$ cat src/rtl/pattern_serializer.sv
// pattern_serializer: serial bit-pattern transmitter.
// Latches a WIDTH-bit pattern on a start handshake and shifts it out MSB first,
// one bit per clk, repeated repeat_count times (0 treated as 1), with GAP idle
// cycles between repetitions.
// Optional feature macro: PATTERN_SERIALIZER_LOOP_EN adds a stop input;
// repeat_count==0 then means repeat forever, and stop ends the transfer after
// the current repetition (any pending gap is skipped).
// Ports:
//   clk, reset            clock, synchronous active-high reset
//   stop                  (LOOP_EN only) finish after current repetition
//   start                 request, accepted when start && ready
//   pattern_in[WIDTH]     pattern, sampled on accept
//   repeat_count[8]       repetitions, sampled on accept
//   ready                 high only in IDLE
//   out, out_valid        serial bit and its qualifier (out=0 when not valid)
//   busy                  high in SEND and GAP
//   done                  one-cycle pulse after the final bit
module pattern_serializer #(
  parameter int unsigned WIDTH = 3,
  parameter int unsigned GAP   = 0
) (
  input  logic             clk,
  input  logic             reset,
`ifdef PATTERN_SERIALIZER_LOOP_EN
  input  logic             stop,
`endif
  input  logic             start,
  input  logic [WIDTH-1:0] pattern_in,
  input  logic [7:0]       repeat_count,
  output logic             ready,
  output logic             out,
  output logic             out_valid,
  output logic             busy,
  output logic             done
);

  localparam int unsigned BW = $clog2(WIDTH);
  localparam int unsigned GW = (GAP > 0) ? $clog2(GAP + 1) : 1;

  typedef enum logic [1:0] {S_IDLE, S_SEND, S_GAP} state_t;

  state_t           state, state_n;
  logic [WIDTH-1:0] shreg, shreg_n;   // shreg[WIDTH-1] mirrors the bit on out
  logic [WIDTH-1:0] pat, pat_n;       // latched copy, reloaded each repetition
  logic [BW-1:0]    bit_cnt, bit_cnt_n;
  logic [7:0]       rep, rep_n;
  logic [GW-1:0]    gap_cnt, gap_cnt_n;
  logic             forever_r, forever_n;
  logic             stop_flag, stop_flag_n;
  logic             out_n, valid_n, busy_n, done_n, ready_n;
  logic             stop_eff_c, more_c;

  // State and registered outputs
  always_ff @(posedge clk) begin
    if (reset) begin
      state     <= S_IDLE;
      shreg     <= '0;
      pat       <= '0;
      bit_cnt   <= '0;
      rep       <= 8'd1;
      gap_cnt   <= '0;
      forever_r <= 1'b0;
      stop_flag <= 1'b0;
      out       <= 1'b0;
      out_valid <= 1'b0;
      busy      <= 1'b0;
      done      <= 1'b0;
      ready     <= 1'b1;
    end else begin
      state     <= state_n;
      shreg     <= shreg_n;
      pat       <= pat_n;
      bit_cnt   <= bit_cnt_n;
      rep       <= rep_n;
      gap_cnt   <= gap_cnt_n;
      forever_r <= forever_n;
      stop_flag <= stop_flag_n;
      out       <= out_n;
      out_valid <= valid_n;
      busy      <= busy_n;
      done      <= done_n;
      ready     <= ready_n;
    end
  end

  // Next-state and next-output logic
  always_comb begin
    state_n     = state;
    shreg_n     = shreg;
    pat_n       = pat;
    bit_cnt_n   = bit_cnt;
    rep_n       = rep;
    gap_cnt_n   = gap_cnt;
    forever_n   = forever_r;
    stop_flag_n = stop_flag;
    out_n       = 1'b0;
    valid_n     = 1'b0;
    busy_n      = 1'b0;
    done_n      = 1'b0;
    ready_n     = 1'b0;
`ifdef PATTERN_SERIALIZER_LOOP_EN
    // A stop seen on the deciding edge itself counts as well as an earlier one
    stop_eff_c  = stop_flag | stop;
`else
    stop_eff_c  = stop_flag;
`endif
    more_c      = forever_r ? !stop_eff_c : ((rep > 8'd1) && !stop_eff_c);

    case (state)
      S_IDLE: begin
        ready_n = 1'b1;
        if (start) begin
          state_n     = S_SEND;
          shreg_n     = pattern_in;
          pat_n       = pattern_in;
          bit_cnt_n   = BW'(WIDTH - 1);
          rep_n       = (repeat_count == 8'd0) ? 8'd1 : repeat_count;
`ifdef PATTERN_SERIALIZER_LOOP_EN
          forever_n   = (repeat_count == 8'd0);
`else
          forever_n   = 1'b0;
`endif
          stop_flag_n = 1'b0;
          out_n       = pattern_in[WIDTH-1];
          valid_n     = 1'b1;
          busy_n      = 1'b1;
          ready_n     = 1'b0;
        end
      end

      S_SEND: begin
        stop_flag_n = stop_eff_c;
        if (bit_cnt != '0) begin
          shreg_n   = shreg << 1;
          bit_cnt_n = bit_cnt - BW'(1);
          out_n     = shreg[WIDTH-2];
          valid_n   = 1'b1;
          busy_n    = 1'b1;
        end else if (more_c) begin
          // Bit 0 is on out: start another repetition, directly or via gap
          if (!forever_r) rep_n = rep - 8'd1;
          busy_n = 1'b1;
          if (GAP == 0) begin
            shreg_n   = pat;
            bit_cnt_n = BW'(WIDTH - 1);
            out_n     = pat[WIDTH-1];
            valid_n   = 1'b1;
          end else begin
            state_n   = S_GAP;
            gap_cnt_n = GW'(GAP - 1);
          end
        end else begin
          state_n = S_IDLE;
          done_n  = 1'b1;
          ready_n = 1'b1;
        end
      end

      S_GAP: begin
        stop_flag_n = stop_eff_c;
        if (stop_eff_c) begin
          state_n = S_IDLE;
          done_n  = 1'b1;
          ready_n = 1'b1;
        end else if (gap_cnt == '0) begin
          state_n   = S_SEND;
          shreg_n   = pat;
          bit_cnt_n = BW'(WIDTH - 1);
          out_n     = pat[WIDTH-1];
          valid_n   = 1'b1;
          busy_n    = 1'b1;
        end else begin
          gap_cnt_n = gap_cnt - GW'(1);
          busy_n    = 1'b1;
        end
      end

      default: begin
        state_n = S_IDLE;
        ready_n = 1'b1;
      end
    endcase
  end

endmodule

$ cat config.mk
export PLATFORM = sky130hd
export DESIGN_NAME = pattern_serializer
export DESIGN_NICKNAME = d
export VERILOG_FILES = /design/src/rtl/pattern_serializer.sv
export SDC_FILE = /design/constraint.sdc
export NUM_CORES = 1
export LEC_CHECK = 0
export BUFFER_PORTS_ARGS = -buffer_cell sky130_fd_sc_hd__buf_2
export CAP_MARGIN = 20
export CORE_MARGIN = 2
export CORE_UTILIZATION = 40
export CTS_CLUSTER_DIAMETER = 30
export CTS_CLUSTER_SIZE = 14
export DETAILED_ROUTE_END_ITERATION = 8
export HOLD_SLACK_MARGIN = 0.1
export PLACE_DENSITY = 0.66
export SLEW_MARGIN = 20
export SYNTH_ARGS = -nofsm -noshare
export SYNTH_HDL_FRONTEND = slang
export SYNTH_SLANG_ARGS = --single-unit
$ cat constraint.sdc
create_clock -name clk -period 3.7 [get_ports clk]
set_input_delay 0.74 -clock clk [delete_from_list [all_inputs] [get_ports clk]]
set_output_delay 0.74 -clock clk [all_outputs]
set_load 0.02 [all_outputs]
### Yosys cells after proc, flatten, opt, wreduce, memory -nomap -nowiden

Index checks and enable logic that the tools add are counted.

| cells by class | value |
|---|---|
| $lt $le $gt $ge | 1 |
| multiplexer cells | 36 |
| bitwise gates (word level) | 1 |
| $mul | 0 |
| divide/modulo/power cells | 0 |
| add/subtract/negate cells | 3 |
| shift operators | 0 |
| equal/unequal tests | 8 |
| reduce and logical (&&, ||, !) cells | 10 |

Operators with widths:

| operator | number |
|---|---|
| 8-bit two-way mux | 4 |
| 2-bit two-way mux | 12 |
| 2-bit case mux with 3 select lines | 3 |
| 8-bit case mux with 2 select lines | 1 |
| 1-bit two-way mux | 12 |
| 1-bit case mux with 3 select lines | 4 |
| 4-bit AND reduction | 3 |
| 2-bit inequality test, second input constant | 5 |
| 8-bit by 1-bit > comparator with 1-bit output, second input constant | 1 |
| 8-bit zero test | 1 |
| 8-bit by 1-bit subtractor with 8-bit output, second input constant | 1 |
| 2-bit nonzero test | 2 |
| 3-bit inequality test, second input constant | 1 |
| 3-bit nonzero test | 1 |
| 2-bit by 1-bit equality test with 1-bit output, second input constant | 1 |
| 2-bit equality test, second input constant | 1 |
| 2-bit zero test | 1 |
| 2-bit AND reduction | 1 |
| 2-bit OR reduction | 1 |
| 2-bit by 1-bit subtractor with 2-bit output, second input constant | 1 |
| 1-bit NOT | 1 |
| 1-bit subtractor, second input constant | 1 |

| storage, ports and cells | value |
|---|---|
| output and inout bits | 5 |
| bits of input ports | 14 |
| RAM bits | 0 |
| memories | 0 |
| bits in read-only memories | 0 |
| register bits after elaboration | 23 |
| bits in latches | 0 |
| logic and storage cells | 70 |

### Logic depth before layout (Yosys ltp)

| depth | value |
|---|---|
| word-level depth | 4 |
| depth in mapped cells | 6 |
| depth with buffers taken out | 6 |

### Least setup slack after synthesis

OpenSTA, ideal clock, no wires.

| timing | value |
|---|---|
| path type | register -> register |
| start point | reg rep[0] |
| end point | reg rep[4] |
| arrival time | 1.658 ns |
| stages on the path, launching flop included | 7 |
| clock period less this slack | 1.745 ns |
| required time | 3.614 ns |
| buffers on the path | 0 |
| slack | 1.955 ns |
| setup time | 0.086 ns |
| cell sequence | dfxtp_1 -> inv_1 -> ha_1 -> nor2_1 -> o31a_1 -> o22ai_1 -> a221oi_2 |

| between the ends | value |
|---|---|
| cells in the longest elaborated chain, start to end | 4 |
| elaborated cells between the ends (all ways) | 7 |
| classes of those cells | add/sub: 1; order compare: 1; eq/ne: 1; mux: 3; reduce/logical: 1 |

RTL lines:

| item | line | text |
|---|---|---|
| start: declaration | 46 | `logic [7:0] rep, rep_n;` |
| start signal: assignment | 74 | `rep <= rep_n;` |
| 8-bit by 1-bit subtractor with 8-bit output | 141 | `if (!forever_r) rep_n = rep - 8'd1;` |
| 8-bit two-way mux | 139 | `end else if (more_c) begin` |
| 8-bit two-way mux | 133 | `if (bit_cnt != '0) begin` |
| 8-bit case mux with 2 select lines | 109 | `case (state)` |

Several ways; a longest one is shown, not always the timed one. The select of a mux whose other input is x is not followed.
A chain may end at the register's enable or synchronous reset.

### Worst setup path in the final report

| timing | value |
|---|---|
| start point | reg state[0] |
| end point | reg rep[0] |

| between the ends | value |
|---|---|
| cells in the longest elaborated chain, start to end | 3 |
| elaborated cells between the ends (all ways) | 8 |
| classes of those cells | eq/ne: 4; mux: 1; reduce/logical: 3 |

RTL lines:

| item | line | text |
|---|---|---|
| start: declaration | 42 | `state_t state, state_n;` |
| start signal: assignment | 70 | `state <= state_n;` |
| 2-bit by 1-bit equality test with 1-bit output or 2-bit zero test (tied branches) | 109 |  |
| 2-bit inequality test (no source line) or 2-bit nonzero test (tied branches) | n/a |  |
| 4-bit AND reduction (no source line) | n/a |  |

Several ways; a longest one is shown, not always the timed one.

==> metrics.csv <==
stage,metric,value,unit
run_status,status,completed,
yosys,multiplexer area fraction after synthesis,4.479,%
finish,Final Net Count,167,
worst_setup_path,CP Buf/Inv Count,1,
worst_setup_path,CP max stage delay,0.84,ns
clocking,post-CTS setup buffers,0,
global_route,met1 Use GR,23.41,%
routing,Total Wirelength,2.603,mm
clocking,Max Root-Sink Buffers,2,
global_route,largest net degree at the start of global routing,25,
global_route,gr busiest metal,met2,
worst_setup_path,"delay-heaviest family, CP",flip-flops,
routing,Starting DRT DRC Count,37,
worst_setup_path,Crit Path Category,register to register,
timing,"Slew Viols, Final",0,
yosys,number of enable flip-flop cells after synthesis,0,
finish,# fillers,282,
pwr,Max IR drop VDD,0.3520,mV
timing,Worst Skew,0.002624,ns
clocking,clock-pin slew on the worst setup and hold paths,0.11,ns
routing,first-pass iteration count of the detailed router,4,
placement,Final GP Congestion,0.9552,
yosys,Netlist cell types,43,
finish,layout cells sized above 1,18.37,%
pwr,total power,532.5,µW
die,initial core utilization,41.23,%
timing,final hold viol count,0,
die,io pins,19,
global_route,initial antenna violation count,0,
routing,Final ANT Viol Nets,0,
global_route,met2 usage,26.91,%
yosys,sequential cell area fraction in the yosys report,35.83,%
yosys,Post-synth ARST share,0,%
timing,minimum clock period,2.253,ns
clocking,TritonCTS clock tree,done,
die,Die Y,56.85,µm
yosys,Yosys top cell area share,35.83,%
placement,placed cell count,175,
yosys,Synth Area in Simple Gates,23.85,%
global_route,vias in the first global route,941,
placement,Port Buffers,18,
yosys,"area leader, netlist",dfxtp_1,
worst_setup_path,crit-path cells,clkinv_1 > nand2_1 > a222oi_1 > a311o_1,
timing,Max Freq,0.4439,GHz
yosys,Synth Area per Inst,8.401,µm²
yosys,Synth area leaders,"dfxtp_1 36%, a21oi_1 4.9%, nand2_1 4.7%, ha_1 4.5%, mux2i_1 4.5%",
pwr,power per cell area,433.0,nW/µm²
routing,Avg WL per Cell,14.62,µm
die,Die Span X,56.85,µm
pwr,P_leak,0.4995,nW
timing,Fin Hold WS,0.4688,ns
yosys,Yosys reg bits,20,
worst_setup_path,CP max stage cell,dfxtp_1,
global_route,met3 usage,4.378,%
clocking,Post-CTS Hold Buffers,0,
clocking,clock sink total,20,
yosys,Post-Syn Area,1117,µm²
yosys,Synth Area in XOR/XNOR,0,%
yosys,largest family of logic cells by synthesized area,compound AO/OA/AOI/OAI gates,
routing,via count,1064,
worst_setup_path,CP startpoint kind,register,
global_route,gr ovfl total,0,
global_route,global-route wire length before repair,4.395,mm
worst_setup_path,CP Capture Type,register,
clocking,H-tree levels,1,
timing,final setup TNS,0,ns
yosys,Mapped Nets,151,
finish,diodes inserted,0,
finish,area growth from synthesis to layout,10.08,%
clocking,total CTS buffers,3,
die,DIE AREA,3232,µm²
routing,via/cell ratio,5.978,
timing,final period utilization,60.89,%
run,maxcap violations,0,
clocking,clk_lat worst skew,0.29,ns
yosys,Yosys warnings,0,
finish,Final Non-Filler Cells,178,
global_route,All-Layer GR Usage,17.32,%
yosys,ys flop type,dfxtp_1,
clocking,CTS Root Cell,clkbuf_4,
hold_path,Hold Path Class,register to register,
worst_setup_path,"Arr. time, crit path",2.45,ns
placement,estimated wirelength of the detail-placed design,1.906,mm
yosys,Compound-Gate Fraction of Synth Area,24.52,%
die,FP Rows,19,
clocking,cts repair resizes,0,
worst_setup_path,CP max FO,24,
worst_setup_path,"Req. time, crit path",3.90,ns
yosys,Post-Synth Adder-Cell Area,4.479,%
routing,number of remaining DRC errors,0,
timing,Rel. slew slack,47.62,%
timing,RSZ-0062 raised after global routing,false,
die,Placeable Area,2710,µm²
timing,# setup viols final,0,
yosys,cell count after synthesis,133,
timing,worst slew pin tran,0.7847,ns
[cells in the final DEF, fill, tap and decap left out, types with 2 or more instances in the layout]
master / synthesis / layout
dfxtp_1: 20 / 20
buf_2: 1 / 18
nand2_1: 14 / 14
a21oi_1: 11 / 11
inv_1: 9 / 9
nor2_1: 9 / 9
o21ai_0: 6 / 6
mux2i_1: 5 / 5
nor4_1: 4 / 4
nor3_1: 4 / 4
nand3_1: 4 / 4
ha_1: 4 / 4
o22ai_1: 3 / 3
clkbuf_4: 0 / 3
nand4b_1: 2 / 2
o2111ai_1: 2 / 2
a311oi_1: 2 / 2
nor2b_1: 2 / 2
a31oi_1: 2 / 2
a32o_1: 2 / 2
[metrics by stage]
| step | instance area [µm²] | worst slack (ns) | util, % |
|---|---|---|---|
| 2_1_floorplan | 1117 | 1.955 | - |
| 3_3_place_gp | 1207 | 1.601 | 44.55 |
| 3_5_place_dp | 1207 | 1.564 | 44.55 |
| 4_1_cts | 1230 | 1.530 | 45.38 |
| 5_1_grt | 1230 | 1.323 | 45.38 |
| 6_report | 1230 | 1.447 | 45.38 |
[kinds of logic after synthesis]
logic type | count (synthesis)
buf+inv | 17
fa+ha+maj | 4
simple gates | 50
compound gates | 37
mux | 5
flops | 20
[layer usage]
| metal | share of wire (%) | up-vias |
|---|---|---|
| li1 | - | 526 |
| met5 | 0 | - |
| met4 | 1.6 | 0 |
| met1 | 45 | 496 |
| met2 | 46 | 37 |
| met3 | 6.8 | 5 |
[report_power, final]
group	leakage, nW	switching, mW	internal [mW]
logic	0.321	0.0943	0.0671
clock network	0.0138	0.0635	0.0379
registers	0.165	0.0311	0.239
total	0.499	0.189	0.344
[sequential cells by signal (all words and copies together), names as in the netlist]
register and flops:
shreg 2, state 1, ready 1, done 1, out_valid 1, bit_cnt 2
out 1, rep 8, pat 3
[layout make-up]
cell class / count / area (µm²) / area share (%)
multi-input cells: 96 / 640.6 / 52.09
well taps: 31 / 38.79 / 3.154
clock buffers: 3 / 22.52 / 1.831
repair buffers: 18 / 90.09 / 7.325
flip-flops and latches: 20 / 400.4 / 32.55
inverters: 10 / 37.54 / 3.052
[cells in the mapped netlist (2+ instances only)]
cell and count:
o2111ai_1 2, nor4_1 4, inv_1 9, ha_1 4
o22ai_1 3, a32o_1 2, o21ai_0 6, dfxtp_1 20
nand2_1 14, a21oi_1 11, clkbuf_1 4, nand4b_1 2
mux2i_1 5, nand3_1 4, a31oi_1 2, nor3_1 4
a311oi_1 2, nor2_1 9, nor2b_1 2
[path summary, 6_finish.rpt]
path | from | endpoint | slack (ns) | cells past startpoint
worst max-delay path | state[0]$_SDFFE_PP0P_ | rep[0]$_SDFFE_PP1P_ | 1.45 | 4
worst min-delay path | pat[2]$_SDFFE_PP0P_ | pat[2]$_SDFFE_PP0P_ | 0.47 | 2
worst max register to register | state[0]$_SDFFE_PP0P_ | rep[0]$_SDFFE_PP1P_ | 1.45 | 4
worst min register to register | pat[2]$_SDFFE_PP0P_ | pat[2]$_SDFFE_PP0P_ | 0.47 | 2
[worst register-to-register path, delay by kind of cell, from the launching register on]
kind | cells | cell delay (ns)
AOI/OAI and AO/OA | 2 | 0.48
buffers and inverters | 1 | 0.49
DFF | 1 | 0.84
and+or+nand+nor | 1 | 0.33
(Power assumes the default switching activity.)
